## src/rtl/lsu_seq.sv

```systemverilog
// -----------------------------------------------------------------------------
// lsu_seq - load/store sequencer between the execute stage and a data memory
// port that may insert wait states.
//
// Accepts one load or store per core handshake, drives a word-aligned DMEM
// request with byte enables and lane-replicated store data, slices and extends
// load data for writeback, and reports misaligned / illegal-width / timeout
// faults. The core stalls while busy is high and retires on done.
//
// Ports
//   clk, reset        clock; synchronous active-low reset
//   req_valid/ready   core request handshake (ready only in IDLE)
//   req_store         1 = store, 0 = load
//   req_funct3        access width/sign (B, H, W, BU, HU)
//   req_addr          effective address
//   req_wdata         store data
//   req_rd            load destination register
//   mem_valid/ready   DMEM request handshake
//   mem_addr          word-aligned address
//   mem_dwe           byte write enables (zero for loads and outside REQ)
//   mem_wdata         lane-replicated store data
//   mem_rdata         load data, valid with mem_ready
//   wb_valid/rd/data  one-cycle register writeback
//   done              one-cycle retire pulse (success or fault)
//   err_valid/cause   one-cycle fault pulse: 01 misaligned, 10 illegal, 11 timeout
//   busy              sequencer not idle
//   state_dbg         current FSM state (IDLE=0, REQ=1, DONE=2, ERR=3)
//
// Handshakes: a transfer happens on a rising edge where valid and ready are
// both high. req_valid is only looked at while req_ready is high (IDLE);
// mem_ready is only looked at while mem_valid is high (REQ), and mem_valid
// with its address/enables/data stays stable until that transfer or timeout.
// -----------------------------------------------------------------------------
module lsu_seq #(
    parameter int TIMEOUT = 16
) (
    input  logic        clk,
    input  logic        reset,
    input  logic        req_valid,
    output logic        req_ready,
    input  logic        req_store,
    input  logic [2:0]  req_funct3,
    input  logic [31:0] req_addr,
    input  logic [31:0] req_wdata,
    input  logic [4:0]  req_rd,
    output logic        mem_valid,
    input  logic        mem_ready,
    output logic [31:0] mem_addr,
    output logic [3:0]  mem_dwe,
    output logic [31:0] mem_wdata,
    input  logic [31:0] mem_rdata,
    output logic        wb_valid,
    output logic [4:0]  wb_rd,
    output logic [31:0] wb_data,
    output logic        done,
    output logic        err_valid,
    output logic [1:0]  err_cause,
    output logic        busy,
    output logic [1:0]  state_dbg
);

    typedef enum logic [1:0] {
        S_IDLE = 2'd0,
        S_REQ  = 2'd1,
        S_DONE = 2'd2,
        S_ERR  = 2'd3
    } state_t;

    localparam logic [7:0] LAST_WAIT = 8'(TIMEOUT - 1);

    localparam logic [1:0] CAUSE_MISALIGN = 2'b01;
    localparam logic [1:0] CAUSE_ILLEGAL  = 2'b10;
    localparam logic [1:0] CAUSE_TIMEOUT  = 2'b11;

    state_t      state;
    state_t      state_next;

    logic        store_q;
    logic [2:0]  funct3_q;
    logic [31:0] addr_q;
    logic [31:0] wdata_q;
    logic [4:0]  rd_q;
    logic [7:0]  wait_cnt;
    logic [1:0]  cause_q;
    logic [31:0] wb_data_q;

    logic        illegal;
    logic        misaligned;
    logic        last_wait;
    logic [31:0] rdata_shift;
    logic [7:0]  load_byte;
    logic [15:0] load_half;
    logic [31:0] load_ext;
    logic [3:0]  store_dwe;
    logic [31:0] store_lanes;

    // ---------------------------------------------------------------------
    // Request classification, evaluated on the live request in IDLE.
    // ---------------------------------------------------------------------
    always_comb begin
        if (req_store) begin
            // Only SB/SH/SW exist for stores.
            illegal = req_funct3[2] | (req_funct3[1:0] == 2'b11);
        end else begin
            illegal = (req_funct3 == 3'b011) | (req_funct3 == 3'b110) |
                      (req_funct3 == 3'b111);
        end
        // funct3[1:0] carries the width for both signed and unsigned forms.
        misaligned = ((req_funct3[1:0] == 2'b01) & req_addr[0]) |
                     ((req_funct3[1:0] == 2'b10) & (req_addr[1:0] != 2'b00));
    end

    assign last_wait = (wait_cnt == LAST_WAIT);

    // ---------------------------------------------------------------------
    // Load slicing and extension from the latched address/width.
    // ---------------------------------------------------------------------
    always_comb begin
        rdata_shift = mem_rdata >> {addr_q[1:0], 3'b000};
        load_byte   = rdata_shift[7:0];
        load_half   = addr_q[1] ? mem_rdata[31:16] : mem_rdata[15:0];
        case (funct3_q)
            3'b000:  load_ext = {{24{load_byte[7]}}, load_byte};
            3'b001:  load_ext = {{16{load_half[15]}}, load_half};
            3'b100:  load_ext = {24'd0, load_byte};
            3'b101:  load_ext = {16'd0, load_half};
            default: load_ext = mem_rdata;
        endcase
    end

    // ---------------------------------------------------------------------
    // Store lane placement from the latched address/width.
    // ---------------------------------------------------------------------
    always_comb begin
        case (funct3_q[1:0])
            2'b00: begin
                store_dwe   = 4'b0001 << addr_q[1:0];
                store_lanes = {4{wdata_q[7:0]}};
            end
            2'b01: begin
                store_dwe   = addr_q[1] ? 4'b1100 : 4'b0011;
                store_lanes = {2{wdata_q[15:0]}};
            end
            default: begin
                store_dwe   = 4'b1111;
                store_lanes = wdata_q;
            end
        endcase
    end

    // ---------------------------------------------------------------------
    // FSM state register.
    // ---------------------------------------------------------------------
    always_ff @(posedge clk) begin
        if (!reset) begin
            state <= S_IDLE;
        end else begin
            state <= state_next;
        end
    end

    // ---------------------------------------------------------------------
    // FSM next state and control outputs.
    // ---------------------------------------------------------------------
    always_comb begin
        state_next = state;
        req_ready  = 1'b0;
        mem_valid  = 1'b0;
        done       = 1'b0;
        err_valid  = 1'b0;
        wb_valid   = 1'b0;
        case (state)
            S_IDLE: begin
                req_ready = 1'b1;
                if (req_valid) begin
                    if (illegal || misaligned) begin
                        state_next = S_ERR;
                    end else begin
                        state_next = S_REQ;
                    end
                end
            end
            S_REQ: begin
                mem_valid = 1'b1;
                // A completion in the last allowed cycle beats the timeout.
                if (mem_ready) begin
                    state_next = S_DONE;
                end else if (last_wait) begin
                    state_next = S_ERR;
                end
            end
            S_DONE: begin
                done       = 1'b1;
                wb_valid   = ~store_q & (rd_q != 5'd0);
                state_next = S_IDLE;
            end
            S_ERR: begin
                done       = 1'b1;
                err_valid  = 1'b1;
                state_next = S_IDLE;
            end
            default: state_next = S_IDLE;
        endcase
    end

    // ---------------------------------------------------------------------
    // Request latches, wait counter, fault cause and load capture.
    // ---------------------------------------------------------------------
    always_ff @(posedge clk) begin
        if (!reset) begin
            store_q   <= 1'b0;
            funct3_q  <= 3'd0;
            addr_q    <= 32'd0;
            wdata_q   <= 32'd0;
            rd_q      <= 5'd0;
            wait_cnt  <= 8'd0;
            cause_q   <= 2'b00;
            wb_data_q <= 32'd0;
        end else begin
            case (state)
                S_IDLE: begin
                    if (req_valid) begin
                        store_q  <= req_store;
                        funct3_q <= req_funct3;
                        addr_q   <= req_addr;
                        wdata_q  <= req_wdata;
                        rd_q     <= req_rd;
                        wait_cnt <= 8'd0;
                        // Only consumed if this request faults; illegal wins.
                        cause_q  <= illegal ? CAUSE_ILLEGAL : CAUSE_MISALIGN;
                    end
                end
                S_REQ: begin
                    if (mem_ready) begin
                        if (!store_q) begin
                            wb_data_q <= load_ext;
                        end
                    end else if (last_wait) begin
                        cause_q <= CAUSE_TIMEOUT;
                    end else begin
                        wait_cnt <= wait_cnt + 8'd1;
                    end
                end
                default: ;
            endcase
        end
    end

    // ---------------------------------------------------------------------
    // Datapath outputs.
    // ---------------------------------------------------------------------
    assign mem_addr  = {addr_q[31:2], 2'b00};
    assign mem_dwe   = ((state == S_REQ) && store_q) ? store_dwe : 4'b0000;
    assign mem_wdata = store_lanes;
    assign wb_rd     = rd_q;
    assign wb_data   = wb_data_q;
    assign err_cause = (state == S_ERR) ? cause_q : 2'b00;
    assign busy      = (state != S_IDLE);
    assign state_dbg = state;

endmodule

```

## config.mk

```make
export PLATFORM = sky130hd
export DESIGN_NAME = lsu_seq
export DESIGN_NICKNAME = d
export VERILOG_FILES = /design/src/rtl/lsu_seq.sv
export SDC_FILE = /design/constraint.sdc
export NUM_CORES = 1
export LEC_CHECK = 0
export BUFFER_PORTS_ARGS = -buffer_cell sky130_fd_sc_hd__buf_4
export CAP_MARGIN = 0
export CORE_ASPECT_RATIO = 0.8
export CORE_MARGIN = 2
export CORE_UTILIZATION = 52
export CTS_CLUSTER_DIAMETER = 100
export CTS_CLUSTER_SIZE = 30
export DETAILED_ROUTE_END_ITERATION = 10
export PLACE_DENSITY = 0.95
export REMOVE_ABC_BUFFERS = 1
export SLEW_MARGIN = 10
export SYNTH_ARGS = -nofsm -noshare
export SYNTH_HDL_FRONTEND = slang
export SYNTH_SLANG_ARGS = --single-unit
```

## constraint.sdc

```tcl
create_clock -name clk -period 2.55 [get_ports clk]
set_clock_uncertainty 0.05 [all_clocks]
set_input_delay 0.3825 -clock clk [delete_from_list [all_inputs] [get_ports clk]]
set_output_delay 0.3825 -clock clk [all_outputs]
set_load 0.005 [all_outputs]
```

# Word level (Yosys, flattened, before mapping)
# Index checks and enable logic that the tools add are counted.
totals:
  regBits: 117
  inputBits: 109
  wordCells: 80
classes:
  add_sub_neg: 1
  n_eq_ne: 19
  shifts: 2
  n_mux: 26
  n_bitwise: 8
  reduce_logical: 15
op_table:
  columns: ["cell", "n"]
  rows:
  - ["$pmux 32 s4", 1]
  - ["$pmux 32 s2", 1]
  - ["$shr 32x5->8", 1]
  - ["$mux 8", 3]
  - ["$mux 16", 1]
  - ["$mux 2", 8]
  - ["$pmux 8 s2", 1]
  - ["$eq 3x3->1 const B", 4]
  - ["$add 8x1->8 const B", 1]
  - ["$eq 2x2->1 const B", 4]
  - ["$eq 8x4->1 const B", 1]
  - ["$mux 4", 2]
  - ["$ne 2x2->1 const B", 4]
  - ["$pmux 4 s2", 1]
  - ["$reduce_and 4->1", 2]
  - ["$eq 2x1->1 const B", 3]
  - ["$mux 1", 6]
  - ["$pmux 2 s3", 1]
  - ["$reduce_bool 2->1", 3]
  - ["$reduce_bool 5->1", 1]
  - ["$logic_not 2->1", 2]
  - ["$or 1x1->1", 4]
  - ["$pmux 2 s2", 1]
  - ["$reduce_and 2->1", 2]
  - ["other kinds (11)", 13]

# Logic depth before layout (Yosys ltp)
logic_depth:
  depth_word: 8
  ltp_mapped: 6
  depth_no_buf: 5

# Least setup slack after synthesis
# OpenSTA, ideal clock, no wires.
synth_path:
  kind: "flip-flop to output port"
  from: "register funct3_q[1]"
  to: "output port mem_wdata[20]"
  arrival_time_ns: 1.220
  setup_slack_ns: 0.897
  path_stages_with_launch: 4
  path_buffers: 2
  path_cell_list: "dfxtp_1 > buf_4 > buf_2 > mux2_2"
synth_between:
  elab_chain_cells: 2
synth_lines:
  columns: ["element", "line", "rtl"]
  rows:
  - ["start: declaration", "79", "logic [2:0] funct3_q;"]
  - ["start signal: assignment", "224", "funct3_q <= req_funct3;"]
  - ["$eq 2x1->1 or $logic_not 2->1 (tied branches)", "135", "case (funct3_q[1:0])"]
  - ["$pmux 32 s2 (*)", "135", null]
  - ["end: declaration", "50", "output logic [31:0] mem_wdata,"]
# Mark *: on every way between the ends. The rest lies on a longest branch, timed or not.

# Final worst setup path
layout_path:
  from: "register funct3_q[0]"
  to: "output port mem_wdata[24]"
# The elaborated chain is that of the path after synthesis.

==> results_dict.tcl <==
set metrics [dict create \
    final_area_um2 7570 \
    reg2reg_from "state_dbg[0]" \
    cts_hold_buf 0 \
    start_kind "flop" \
    clkLatencyLatePin_ns 0.40 \
    die_height_um 96.3 \
    slowest_delay_ns 0.50 \
    synth_cell_types 55 \
    syn_area_um2 5540 \
    maxCapViolCount 0 \
    synth_top_family_by_area "simple AND/OR/NAND/NOR gates" \
    grt_pass1_vias 5190 \
    synth_compound_area_frac 0.187 \
    clock_path_buffers 2 \
    post_cts_buffers 0 \
    r2r-end "wb_data[8]" \
    crit_path_max_fanout 9 \
    multi_input_area_um2 2640 \
    io_pins 224 \
    regArea_um2 2340 \
    syn_to_final_growth_pct 36.8 \
    first_pass_iters 5 \
    rsz0062_at_grt "false" \
    cp.arrival_ns 1.89 \
    synth_flop_cell "dfxtp_1" \
    grt_max_degree 53 \
    maxSlewHeadroom 0.567 \
    peakVddDrop_uv 560 \
    yosys.area_share.adder 0.00226 \
    ctsResizeCount 0 \
    place.gp.congestion 0.904 \
    ys_seq_area_frac 0.423 \
    async_flop_share 0 \
    slowest_stage "dfxtp_1" \
    drv_slew 0 \
    syn_avg_cell_area_um2 8.07 \
    cp_data_required_time_ns 2.12 \
    cpMostUsedCell "buf_4" \
    cts_buffers 17 \
    drt-initial-drc-count 361 \
    hold_depth 3 \
    holdCritStartpoint "req_wdata[17]" \
    syn_inst 686 \
    synth-edff-count 0 \
    hold_class "input pin to flop" \
    rows 33 \
    fmaxAchievable_ghz 0.431 \
    fp.dieArea_um2 11500 \
    layout-drive-gt1-share 0.352 \
    reg2regPathDepth 3 \
    p_leak_nw 3.30 \
    core_um2 10300 \
    grt-ovfl-total 0 \
    dpl_cell_area_um2 6930 \
    viasPerCell 5.46 \
    yosys_warnings 0 \
    critPathCaptureType "output pin" \
    die_w_um 119 \
    crit_family "buffers and inverters" \
    cts_tree "yes" \
    antenna_cells 0 \
    fill_cells 757 \
    holdPathEnd "wdata_q[17]" \
    grtUsageTotal 0.274 \
    clock_sinks 117 \
    worst_slew_pin_slew_ns 0.649 \
    ys_ff_latch 117 \
    path_cells "buf_4 > buf_4 > mux2i_1 > o21ai_0 > buf_4" \
    antenna_found_initial 0 \
    finalWorstPathRequiredPeriod_ns 2.32 \
    dpl.hpwl_um 11000 \
    synth-xor-area-share 0.00158 \
    rrSetupSlack_ns 0.34 \
    drc_errors 0 \
    nets 960 \
    ant_nets 0 \
    status "complete, no violations" \
    synthSimpleGateAreaFrac 0.211 \
    routedWlPerCell_um 15.8 \
    critPathKind "flop to output pin" \
    cts_root_buffer "clkbuf_16" \
    finalSetupViolations 0 \
    post-route-util 0.734 \
    grt_pass1_wl_um 25300 \
    initial_core_util 0.536 \
    clkTransAtPathRegs_ns 0.05 \
    drt_wl_total_um 15800 \
    routed-via-count 5472 \
    powerDensity_nw_per_um2 722 \
    place.port_buffers 221 \
    synthMuxAreaShare 0.0718 \
    finalCritPeriodShare 0.909 \
    worst-path-buf-inv 3 \
    finalHoldViolations 0 \
    h-tree-depth 4 \
]
==> cell families after synthesis <==
family	Yosys count
simple gates	259
mux	36
other cells	1
buf+inv	95
xor+xnor	1
fa+ha+maj	1
flops	117
compound gates	176
==> worst reg2reg max path: stages, from the launching register on <==
cell and delay (ns):
dfxtp_1 0.61, nand4bb_1 0.56, nor4_4 0.67, a21oi_1 0.16
==> layout make-up <==
cell class | count | area share
Multi-Input combinational cell | 475 | 0.348
Sequential cell | 117 | 0.309
Timing Repair Buffer | 235 | 0.233
Clock buffer | 22 | 0.0613
Clock inverter | 9 | 0.0231
Tap cell | 140 | 0.0231
Inverter | 4 | 0.00198
==> worst max path at each step <==
stage | from | endpoint | slack [ns] | depth (start not counted)
floorplan | state_dbg[1] | wait_cnt[7] | -0.76 | 4
global placement | state_dbg[1] | wb_data[9] | 0.58 | 3
detailed placement | state_dbg[0] | wb_data[14] | 0.45 | 3
CTS | funct3_q[0] | mem_wdata[24] | 0.22 | 5
global route | funct3_q[0] | mem_wdata[24] | 0.12 | 5
finish | funct3_q[0] | mem_wdata[24] | 0.23 | 5
==> stage by stage <==
step | TNS, ns | std cells | hold slack, ns | power (mW) | setup WS [ns]
floorplan | -38.09 | 596 | 0.383 | 2.45 | -0.756
global placement | 0 | 971 | 0.390 | 2.90 | 0.579
detailed placement | 0 | 971 | 0.397 | 2.92 | 0.449
CTS | 0 | 1002 | 0.165 | 5.50 | 0.221
global route | 0 | 1002 | 0.163 | 5.69 | 0.122
finish | 0 | 1002 | 0.179 | 5.47 | 0.232
==> registers in the layout, summed over array words and instances (netlist names) <==
| signal | flops |
|---|---|
| cause_q | 2 |
| wait_cnt | 8 |
| funct3_q | 3 |
| state_dbg | 2 |
| wb_rd | 5 |
| store_q | 1 |
| wb_data | 32 |
| addr_q | 32 |
| wdata_q | 32 |
==> power by group <==
part	switching (mW)	internal, mW
clock network	0.798	1.78
registers	0.0975	1.95
logic	0.415	0.431
==> per-layer routing <==
layer / share of wire / vias to the layer above / GRT usage
met5: 0 / - / 0
met1: 0.42 / 2532 / 0.342
met4: 0.030 / 0 / 0.114
li1: - / 2635 / -
met3: 0.073 / 51 / 0.0705
met2: 0.48 / 254 / 0.456
==> layout by cell type (no fill, tap or decap), types with 2 or more instances in the layout <==
cell type	n
bufinv_16	5
nor2_1	15
clkbuf_16	17
a41o_1	2
nand3b_1	2
a211oi_1	7
nand2_1	198
mux2_2	23
nor4_1	2
clkbuf_1	3
a31oi_1	2
clkbuf_8	2
nand2b_1	2
conb_1	2
nor3_1	2
mux2i_1	11
o21ai_0	28
a21oi_1	106
nand3_1	7
buf_4	235
nor2b_1	2
o32ai_1	14
clkinv_2	2
dfxtp_1	116
clkinvlp_4	2
and3_1	4
inv_1	3
o211ai_1	8
or3_1	9
==> cell usage after synthesis (2+ instances only) <==
cell type  count  area share
buf_4         43       0.058
nor2b_1        2      0.0023
clkbuf_1      22       0.015
a21oi_1      106       0.096
nor2_1        15       0.010
buf_6          3      0.0061
o211ai_1       8       0.011
buf_2         23       0.021
o32ai_1       14       0.022
nand3b_1       2      0.0027
dfxtp_1      117        0.42
nand3_1        7      0.0063
nand2_1      198        0.13
inv_1          4      0.0027
o21ai_0       28       0.025
and3_1         4      0.0045
a211oi_1       7      0.0095
nand2b_1       2      0.0023
a31oi_1        2      0.0023
nor3_1         2      0.0018
mux2i_1       11       0.020
nor4_1         2      0.0023
a41o_1         2      0.0036
or3_1          9       0.010
mux2_2        23       0.047
(Power assumes the default switching activity.)
